`src/rtl/me_search_sequencer.sv`:
```
// Full-search motion-estimation sequencer: walks a 16x16 block over a 31x31 window,
// driving R/S1/S2 ROM addresses, PE accumulator strobes and per-candidate results.
module me_search_sequencer #(
    parameter int unsigned BLK      = 16,
    parameter int unsigned RANGE    = 8,
    parameter int unsigned SSTRIDE  = 32,
    parameter int unsigned MEM_LAT  = 1,
    parameter int unsigned ACC_LAT  = 1,
    parameter int unsigned COMP_LAT = 1
) (
    input  logic       clock,
    input  logic       reset_n,
    input  logic       start,
    output logic [7:0] AddressR,
    output logic [9:0] AddressS1,
    output logic [9:0] AddressS2,
    output logic       acc_clr,
    output logic       acc_en,
    output logic       dist_valid,
    output logic [3:0] cand_x1,
    output logic [3:0] cand_x2,
    output logic [3:0] cand_y,
    output logic       busy,
    output logic       completed
);

    localparam int unsigned H_W  = $clog2(BLK);
    localparam int unsigned P_W  = 2 * H_W;
    localparam int unsigned CX_W = $clog2(RANGE);
    localparam int unsigned CY_W = $clog2(2 * RANGE);
    localparam int unsigned PR_W = CY_W + CX_W;
    localparam int unsigned S_W  = PR_W + P_W;
    localparam int unsigned RC_W = CY_W + 1;
    localparam int unsigned CW_W = 12;

    localparam logic [S_W-1:0] STEP_LAST = '1;
    localparam logic [P_W-1:0] P_LAST    = '1;
    localparam logic [3:0]     Y_LAST    = 4'(RANGE - 1);
    localparam logic [3:0]     X1_LAST   = 4'(RANGE - 2);

    typedef enum logic [1:0] {
        IDLE  = 2'd0,
        RUN   = 2'd1,
        DRAIN = 2'd2,
        DONE  = 2'd3
    } state_t;

    state_t           state;
    logic             start_q;
    logic [S_W-1:0]   step_q;
    logic             issue_v;

    logic [S_W-1:0]   step_nxt;
    logic [P_W-1:0]   p_n;
    logic [CX_W-1:0]  cx_n;
    logic [CY_W-1:0]  cy_n;
    logic [RC_W-1:0]  row_n;
    logic [RC_W-1:0]  col_n;
    logic [9:0]       s1_n;
    logic             start_rise;
    logic             fin_src;
    logic             fin_now;

    logic             m_v    [MEM_LAT];
    logic             m_clr  [MEM_LAT];
    logic             m_last [MEM_LAT];
    logic [PR_W-1:0]  m_pair [MEM_LAT];
    logic             d_v    [ACC_LAT];
    logic [CW_W-1:0]  d_cand [ACC_LAT];
    logic [CW_W-1:0]  cand_in;
    logic [CX_W-1:0]  m_cx;
    logic [CY_W-1:0]  m_cy;

    // Address of the step about to be issued, from offset-binary counters
    always_comb begin
        step_nxt = (state == RUN) ? step_q + S_W'(1) : '0;
        p_n      = step_nxt[P_W-1:0];
        cx_n     = step_nxt[P_W +: CX_W];
        cy_n     = step_nxt[P_W+CX_W +: CY_W];
        row_n    = RC_W'(p_n[P_W-1:H_W]) + RC_W'(cy_n);
        col_n    = RC_W'(p_n[H_W-1:0]) + RC_W'({cx_n, 1'b0});
        s1_n     = 10'(32'(row_n) * SSTRIDE + 32'(col_n));
    end

    assign start_rise = start && !start_q;

    // Sequencer FSM and address registers
    always_ff @(posedge clock) begin
        if (!reset_n) begin
            state     <= IDLE;
            start_q   <= 1'b1;
            step_q    <= '0;
            issue_v   <= 1'b0;
            AddressR  <= '0;
            AddressS1 <= '0;
            AddressS2 <= '0;
            busy      <= 1'b0;
            completed <= 1'b0;
        end else begin
            start_q <= start;
            case (state)
                IDLE, DONE: begin
                    if (start_rise) begin
                        state     <= RUN;
                        busy      <= 1'b1;
                        completed <= 1'b0;
                        issue_v   <= 1'b1;
                        step_q    <= '0;
                        AddressR  <= 8'(p_n);
                        AddressS1 <= s1_n;
                        AddressS2 <= s1_n + 10'd1;
                    end
                end
                RUN: begin
                    if (step_q == STEP_LAST) begin
                        state   <= DRAIN;
                        issue_v <= 1'b0;
                    end else begin
                        step_q    <= step_nxt;
                        AddressR  <= 8'(p_n);
                        AddressS1 <= s1_n;
                        AddressS2 <= s1_n + 10'd1;
                    end
                end
                DRAIN: begin
                    if (fin_now) begin
                        state     <= DONE;
                        busy      <= 1'b0;
                        completed <= 1'b1;
                    end
                end
                default: state <= IDLE;
            endcase
        end
    end

    // Candidate vector in two's complement; S2 offset is always the odd neighbour
    always_comb begin
        m_cx    = m_pair[MEM_LAT-1][CX_W-1:0];
        m_cy    = m_pair[MEM_LAT-1][PR_W-1:CX_W];
        cand_in = {4'(m_cy) ^ 4'b1000,
                   4'({m_cx, 1'b1}) ^ 4'b1000,
                   4'({m_cx, 1'b0}) ^ 4'b1000};
    end

    // ROM-latency and accumulator-latency alignment pipelines
    always_ff @(posedge clock) begin
        if (!reset_n) begin
            for (int n = 0; n < int'(MEM_LAT); n++) begin
                m_v[n]    <= 1'b0;
                m_clr[n]  <= 1'b0;
                m_last[n] <= 1'b0;
                m_pair[n] <= '0;
            end
            for (int n = 0; n < int'(ACC_LAT); n++) begin
                d_v[n]    <= 1'b0;
                d_cand[n] <= '0;
            end
        end else begin
            m_v[0]    <= issue_v;
            m_clr[0]  <= issue_v && (step_q[P_W-1:0] == '0);
            m_last[0] <= issue_v && (step_q[P_W-1:0] == P_LAST);
            m_pair[0] <= step_q[S_W-1:P_W];
            for (int n = 1; n < int'(MEM_LAT); n++) begin
                m_v[n]    <= m_v[n-1];
                m_clr[n]  <= m_clr[n-1];
                m_last[n] <= m_last[n-1];
                m_pair[n] <= m_pair[n-1];
            end
            d_v[0] <= m_last[MEM_LAT-1];
            if (m_last[MEM_LAT-1]) begin
                d_cand[0] <= cand_in;
            end
            for (int n = 1; n < int'(ACC_LAT); n++) begin
                d_v[n] <= d_v[n-1];
                if (d_v[n-1]) begin
                    d_cand[n] <= d_cand[n-1];
                end
            end
        end
    end

    assign acc_en     = m_v[MEM_LAT-1];
    assign acc_clr    = m_clr[MEM_LAT-1];
    assign dist_valid = d_v[ACC_LAT-1];
    assign cand_x1    = d_cand[ACC_LAT-1][3:0];
    assign cand_x2    = d_cand[ACC_LAT-1][7:4];
    assign cand_y     = d_cand[ACC_LAT-1][11:8];

    assign fin_src = dist_valid && (cand_y == Y_LAST) && (cand_x1 == X1_LAST);

    // Completion delay: fin_now fires the cycle before completed must be seen high
    if (COMP_LAT == 1) begin : g_fin_direct
        assign fin_now = fin_src;
    end else begin : g_fin_pipe
        logic f_q [COMP_LAT-1];
        always_ff @(posedge clock) begin
            if (!reset_n) begin
                for (int n = 0; n < int'(COMP_LAT) - 1; n++) begin
                    f_q[n] <= 1'b0;
                end
            end else begin
                f_q[0] <= fin_src;
                for (int n = 1; n < int'(COMP_LAT) - 1; n++) begin
                    f_q[n] <= f_q[n-1];
                end
            end
        end
        assign fin_now = f_q[COMP_LAT-2];
    end

endmodule

```
`config.mk`:
```
export PLATFORM = sky130hd
export DESIGN_NAME = me_search_sequencer
export DESIGN_NICKNAME = d
export VERILOG_FILES = /design/src/rtl/me_search_sequencer.sv
export SDC_FILE = /design/constraint.sdc
export NUM_CORES = 1
export LEC_CHECK = 0
export ABC_AREA = 1
export CORE_MARGIN = 2
export CORE_UTILIZATION = 58
export CTS_CLUSTER_DIAMETER = 50
export DETAILED_ROUTE_END_ITERATION = 10
export GPL_TIMING_DRIVEN = 0
export PLACE_DENSITY_LB_ADDON = 0.15
export SYNTH_ARGS = -nofsm -noshare
export SYNTH_HDL_FRONTEND = slang
export SYNTH_SLANG_ARGS = --single-unit
```
`constraint.sdc`:
```
create_clock -name clock -period 6.8 [get_ports clock]
set_clock_uncertainty 0.15 [all_clocks]
set_input_delay 1.36 -clock clock [delete_from_list [all_inputs] [get_ports clock]]
set_output_delay 1.36 -clock clock [all_outputs]
set_load 0.1 [all_outputs]
```
* Yosys cells after proc, flatten, opt, wreduce, memory -nomap -nowiden
Memory sizes are Yosys's and may differ from the RTL's. Index checks and enable logic that the tools add are counted.
Cells by class: add/sub/neg operators 5, equal/unequal tests 11, muxes and demuxes 42, bitwise operators 2, reductions and logical operators 21
Operators by type and width (count):
- 15-bit 2-to-1 mux | 3
- 10-bit 2-to-1 mux | 4
- 10-bit case mux with 2 select lines | 2
- 15-bit case mux with 2 select lines | 1
- 1-bit 2-to-1 mux | 20
- 8-bit 2-to-1 mux | 2
- 8-bit case mux with 2 select lines | 1
- 15-bit by 1-bit adder with 15-bit output, second input constant | 1
- 15-bit == test, second input constant | 1
- 3-bit AND reduction | 4
- 11-bit 2-to-1 mux | 1
- 11-bit OR reduction | 1
- 10-bit by 1-bit adder with 10-bit output, second input constant | 1
- 10-bit by 5-bit adder with 10-bit output | 1
- 4-bit by 4-bit adder with 5-bit output | 2
- 4-bit by 3-bit == test with 1-bit output, second input constant | 2
- 8-bit == test, second input constant | 1
- 8-bit logical NOT | 1
- 7-bit 2-to-1 mux | 1
- 7-bit OR reduction | 1
- 2-bit 2-to-1 mux | 3
- 2-bit inequality test, second input constant | 3
- 1-bit case mux with 2 select lines | 3
- 2-bit case mux with 3 select lines | 1
- other kinds (10) | 20
Word-level totals: register bits 49, memory bits (writable) 22, input bits 3, word-level logic and storage cells 96, memories 6
Memories:
- d_cand | depth 1, width 11, rd ports 1, clocked after Yosys merged registers in 0, write ports 1, RTL line 69 | logic [CW_W-1:0] d_cand [ACC_LAT];
- m_pair | depth 1, width 7, rd ports 1, clocked after Yosys merged registers in 0, write ports 1, RTL line 67 | logic [PR_W-1:0] m_pair [MEM_LAT];
- d_v | depth 1, width 1, rd ports 1, clocked after Yosys merged registers in 0, write ports 1, RTL line 68 | logic d_v [ACC_LAT];
- m_clr | depth 1, width 1, rd ports 1, clocked after Yosys merged registers in 0, write ports 1, RTL line 65 | logic m_clr [MEM_LAT];
- m_last | depth 1, width 1, rd ports 1, clocked after Yosys merged registers in 0, write ports 1, RTL line 66 | logic m_last [MEM_LAT];
- m_v | depth 1, width 1, rd ports 1, clocked after Yosys merged registers in 0, write ports 1, RTL line 64 | logic m_v [MEM_LAT];

* Logic depth before layout (Yosys ltp)
Gate-level depths: netlist (run 1).
depth in word-level cells 7, mapped depth 19, mapped depth without buffers 19

* Worst setup path before layout (run 1)
Ideal clock, no wire load.
path kind register to output, start point memory d_cand[0][2] (netlist name), end point output port cand_x2[3], arrival 1.364 ns, data required time 5.290 ns, slack 3.926 ns, cell stages (with the launch flop) 2, path buffers 1, cell sequence edfxtp_1 > buf_4
RTL lines:
- from (decl) | RTL line 69
- to (decl) | RTL line 21 | output logic [3:0] cand_x2,

==> impl_metrics.json, run 1 <==
{
  "path_class": "register to primary output",
  "n_antenna_cell": 0,
  "cts_inserted_buffers": 9,
  "power_frac_seq": 0.249,
  "cp_max_fo": 7,
  "wl_um": 7360,
  "via_count": 2929,
  "leakage_nw": 1.77,
  "die_w_um": 77.1,
  "die_h_um": 77.1,
  "ios": 48,
  "ant_nets": 0,
  "maxCapViolations": 0,
  "area_delta_synth_final_pct": 24.0,
  "hold_buffers": 0,
  "grt_max_degree": 11,
  "setup.worst_path.start": "step_q[2]",
  "yosys.cell_count.top_type": "nand2_1",
  "synth.cell_area_um2": 3100,
  "grt-ovfl-total": 0,
  "cts_resized": 0,
  "yosysTopAreaCell": "dfxtp_1",
  "slew_headroom": 0.346,
  "avgSynthCellArea_um2": 7.28,
  "stdcell_area_um2": 3850,
  "min_period_over_period": 0.522,
  "power_frac_comb": 0.586,
  "synth_area_leaders": "dfxtp_1 (34%), nand2_1 (11%), edfxtp_1 (7.7%)",
  "grtUsageTotal": 0.264,
  "globalRoute.busiestLayer": "met2",
  "h-tree-depth": 3,
  "vdd_drop_max_uv": 468,
  "path_clk_slew_ns": 0.06,
  "rr_startpoint": "step_q[2]",
  "cp.required_ns": 5.29,
  "drt_iter0_drc": 186,
  "grt_pass1_vias": 2757,
  "switching_share": 0.527,
  "final-hold-violation-count": 0,
  "slowest_delay_ns": 1.11,
  "synth-edff-count": 8,
  "powerDensity_nw_per_um2": 540,
  "synth_common_cells": "nand2_1 (87), nor2_1 (63), inv_1 (59)",
  "cts_root_buf": "clkbuf_8",
  "postCtsSetupBuffers": 0,
  "antenna_found_initial": 0,
  "die_area_um2": 5950,
  "worstHoldPathType": "register to register",
  "finalHoldWorstSlack_ns": 0.303,
  "path_cells": "buf_4 -> clkdlybuf4s50_1",
  "nets": 500,
  "worstHoldPathCells": 2,
  "setup_viol": 0,
  "rows": 26,
  "dpl_cell_area_um2": 3640,
  "grt_use_met2": 0.415,
  "routedWlPerCell_um": 13.2,
  "ys.flop_type": "dfxtp_1",
  "synth-seq-area-share": 0.413,
  "power_mw": 2.08,
  "clock_sinks": 60,
  "place_congestion": 0.930,
  "regToRegEndpoint": "AddressS2[9]",
  "cp-end-kind": "primary output",
  "port_buffers": 45,
  "core_area_um2": 5140,
  "net-switching-power_mw": 1.10,
  "ys_ff_latch": 60,
  "drc": 0,
  "reg2reg_depth": 15,
  "drt_first_pass_iters": 5,
  "clk_path_buf_depth": 2,
  "synth_top_area_share": 0.336,
  "pre_cts_ws_ns": 3.59,
  "min_from": "busy",
  "grt_util_met3": 0.0459,
  "worst_path_max_delay_cell": "clkdlybuf4s50_1",
  "synth_nets": 444,
  "yosys_warnings": 0,
  "hpwlAfterDp_um": 5210,
  "start_util": 0.603,
  "met1_usage": 0.340,
  "tns_ns": 0,
  "routed_via_density": 5.26,
  "ys_types": 34,
  "clk_latency_ns": 0.34,
  "grt_pass1_wl_um": 12400,
  "final_layout_size_suffix_gt1_frac": 0.0883,
  "syn_inst": 426,
  "worst_pin_slew_ns": 0.978,
  "power.internal_uw": 983,
  "slew_violations": 0,
  "outcome": "complete, no violations",
  "grt_setup_unrepaired": "no",
  "r2r_setup_slack_ns": 3.45,
  "synthArstFlopShare": 0,
  "cts_tree": "done",
  "fin_crit_ns": 3.55,
  "setup_slack_ns": 3.25,
  "cp-start-kind": "register",
  "holdPathEnd": "busy",
  "power.clock.fraction": 0.165,
  "critical_path_arrival_ns": 2.04,
  "fmax_mhz": 282
}
final cells by class:
class,instances,area [um2]
multi-input cells,281,1420
fillers,432,1290
flip-flops and latches,60,1280
repair buffers,45,450
inverters,60,225
plain buffers,25,175
clock buffers,11,131
well taps,70,87.6
clock inverters,5,76.3
layout by cell type, fill, tap and decap left out:
master	n
nand2_1	87
nor2_1	63
inv_1	59
dfxtp_1	52
clkdlybuf4s50_1	45
o21ai_0	31
a21oi_1	30
nand3_1	22
buf_4	13
ha_1	13
clkbuf_8	9
edfxtp_1	8
clkbuf_1	7
nor3_1	6
o21bai_1	4
nand4_1	4
buf_6	4
nor2_2	3
or2_2	2
buf_2	2
xor2_1	2
fa_1	2
clkinv_1	2
bufinv_16	2
nor2_4	1
nand2_4	1
nor2_8	1
and3_1	1
nand3_2	1
nand2_2	1
inv_2	1
buf_1	1
a21oi_2	1
xnor2_1	1
and2_1	1
a31oi_1	1
or2_1	1
conb_1	1
clkinv_4	1
power by group through the flow:
stage	Clock, mW	Combinational [mW]	Sequential (mW)
3_5_place_dp	0	1.20	0.525
5_1_grt	0.360	1.29	0.530
4_1_cts	0.345	1.21	0.518
6_report	0.343	1.22	0.518
3_3_place_gp	0	1.19	0.520
2_1_floorplan	0	0.604	0.862
worst max path at each step:
stage	endpoint	slack [ns]
2_1_floorplan	cand_x2[3]	3.93
3_3_place_gp	AddressR[2]	3.62
3_5_place_dp	AddressS2[5]	3.59
4_1_cts	AddressR[2]	3.24
5_1_grt	AddressR[2]	3.18
6_report	AddressR[2]	3.25
cells by family (layout without fill, tap and decap cells):
| logic type | count (synthesis) | count (layout) | share of synthesized area |
|---|---|---|---|
| adders and majority gates | 15 | 15 | 0.0654 |
| xor gates and xnor gates | 3 | 3 | 0.00847 |
| AOI/OAI and AO/OA | 67 | 67 | 0.113 |
| and+or+nand+nor | 195 | 195 | 0.270 |
| other | 1 | 1 | 0.00121 |
| buffers and inverters | 85 | 146 | 0.129 |
| DFF | 60 | 60 | 0.413 |
state kept, by name, indices dropped and copies added, names as in the netlist, 2 cells and up:
name,cells
step_q,15
AddressS1,9
d_cand,8
AddressS2,10
m_pair,7
state,2
routing by layer:
layer	part of all wire	vias up	routed length (um)
met1	0.44	1332	3210
li1	-	1444	-
met4	0.035	0	255
met5	0	-	0
met3	0.077	25	568
met2	0.45	128	3320
through the flow:
stage | util | cells
after floorplan | - | 426
after global placement | 0.708 | 541
after detailed placement | 0.708 | 541
after CTS | 0.749 | 557
after global routing | 0.749 | 557
final | 0.749 | 557
worst max-delay path, delay by kind of cell (launching register included):
kind | cells | cell delay, ns
buffers and inverters | 2 | 1.25
flip-flops | 1 | 0.44
(Power assumes the default switching activity.)
==> inputs of run 2 (changes only) <==
CORE_UTILIZATION = 54   (was 58)
clock period = 3.4 ns   (was 6.8 ns; I/O delays follow)
==> run 2 against run 1 <==
  * Non-clock buffer count stayed put
  * Critical path depth up 16
  * Global-route usage down 2.4 points
  * Via count shrank 3.2%
  * Register-to-register slack lost 3.2 ns
  * Clock power is 100% higher
  * Power up 100%
  * Sequential cell count stayed put
  * Cell count increased by 0.36%
  * Core utilization is 4.8 points lower
  * Wire length down 4.5%
  * Critical endpoint is now AddressS2[9]
==> impl_metrics.json, run 2 (synthesis results as in run 1) <==
{
  "outcome": "complete, no violations",
  "nets": 500,
  "n_antenna_cell": 0,
  "cts_tree": "done",
  "crit_path_end": "AddressS2[9]",
  "grt_pass1_wl_um": 11700,
  "area_delta_synth_final_pct": 25.1,
  "stdcell_count": 559,
  "path_clk_slew_ns": 0.07,
  "top_register": "step_q",
  "grtUsageTotal": 0.240,
  "cp-end-kind": "register",
  "setup_slack_ns": 0.228,
  "wl_um": 7030,
  "via_count": 2836,
  "clk_latency_ns": 0.34,
  "setup.worst_path.start": "step_q[0]",
  "critical_path_arrival_ns": 3.31,
  "rr_startpoint": "step_q[0]",
  "drt_first_pass_iters": 4,
  "antenna_found_initial": 0,
  "postCtsSetupBuffers": 0,
  "rows": 27,
  "worst_pin_slew_ns": 0.982,
  "port_buffers": 45,
  "dp_cells": 543,
  "r2r_setup_slack_ns": 0.23,
  "leakage_nw": 1.77,
  "fillCellCount": 477,
  "die_w_um": 79.8,
  "powerDensity_nw_per_um2": 1070,
  "grt_max_degree": 12,
  "routed_via_density": 5.07,
  "place_congestion": 0.940,
  "largest_reg_flops": 15,
  "clock_sinks": 60,
  "cp.required_ns": 3.54,
  "ant_nets": 0,
  "setup_viol": 0,
  "h-tree-depth": 3,
  "ios": 48,
  "regToRegEndpoint": "AddressS2[9]",
  "pre_cts_ws_ns": 0.175,
  "slew_headroom": 0.343,
  "reg2reg_depth": 18,
  "final_layout_size_suffix_gt1_frac": 0.109,
  "min_from": "busy",
  "die_area_um2": 6370,
  "cts_root_buf": "clkbuf_8",
  "layout_commonest_cell": "nand2_1",
  "worstHoldPathType": "register to register",
  "grt-ovfl-total": 0,
  "hpwlAfterDp_um": 5190,
  "min_period_over_period": 0.933,
  "path_class": "register to register",
  "fmax_mhz": 315,
  "stdcell_area_um2": 3880,
  "core_area_um2": 5540,
  "fin_crit_ns": 3.17,
  "vdd_drop_max_uv": 1050,
  "drc": 0,
  "die_h_um": 79.8,
  "routedWlPerCell_um": 12.6,
  "final-hold-violation-count": 0,
  "clk_path_buf_depth": 2,
  "cp_max_fo": 7,
  "maxCapViolations": 0,
  "largestRegisters": "step_q (15), AddressS2 (10), AddressS1 (9)",
  "start_util": 0.560,
  "slew_violations": 0,
  "cp-start-kind": "register",
  "dpl_cell_area_um2": 3640,
  "power_mw": 4.16,
  "grt_setup_unrepaired": "yes",
  "drt_iter0_drc": 190,
  "cts_inserted_buffers": 9,
  "grt_pass1_vias": 2547,
  "mostFrequentLayoutCells": "nand2_1 (87), nor2_1 (61), inv_1 (59), dfxtp_1 (51), clkdlybuf4s50_1 (45)"
}
[run 2: final cells by class]
class / instances / area, um2 / share of cell area
buffer: 25 / 176 / 0.0455
tap: 72 / 90.1 / 0.0232
sequential: 60 / 1280 / 0.331
timing repair buffer: 45 / 450 / 0.116
clock inverter: 6 / 88.8 / 0.0229
inverter: 60 / 225 / 0.0581
clock buffer: 10 / 128 / 0.0329
multi-input combinational: 281 / 1440 / 0.371
[run 2: through the flow]
step	setup TNS [ns]	util	hold slack, ns
floorplan	0	-	0.267
global placement	0	0.657	0.285
detailed placement	0	0.657	0.292
CTS	0	0.696	0.307
global route	-0.0177	0.700	0.344
finish	0	0.700	0.300
[run 2: worst min-delay path by stage]
| stage | endpoint | cells after the start | slack, ns |
|---|---|---|---|
| CTS | busy | 2 | 0.31 |
| global route | completed | 2 | 0.34 |
| floorplan | m_pair[0][6] | 2 | 0.27 |
| detailed placement | busy | 2 | 0.29 |
| finish | busy | 2 | 0.30 |
| global placement | busy | 2 | 0.28 |
[run 2: layer usage]
metal | vias to the layer above | routed length [um] | global-route usage
met4 | 0 | 140 | 0.100
li1 | 1442 | - | -
met3 | 13 | 427 | 0.0385
met5 | - | 0 | 0
met2 | 94 | 3200 | 0.371
met1 | 1287 | 3260 | 0.332
[run 2: timing repair]
action                     in CTS  in global routing
hold buffers                    0                  0
setup endpoints to repair       0                  4
gates resized for setup         0                  8
[run 2: critical path: stages (launching register included)]
cell and delay (ns):
dfxtp_2 0.39, ha_1 0.21, nand2_1 0.10, nor2_4 0.16, nand2_4 0.11, o21ai_0 0.16
inv_1 0.10, ha_1 0.23, fa_2 0.58, nand2_1 0.08, inv_1 0.05, nand2_1 0.06
nor2_1 0.14, nand3_1 0.13, nor2_2 0.15, nand3_1 0.09, nand3_1 0.11, nand2_1 0.06
inv_1 0.04
[run 2: where the power goes]
group	switching (mW)	internal, mW
Clock	0.289	0.412
Combinational	1.77	0.654
Sequential	0.134	0.904
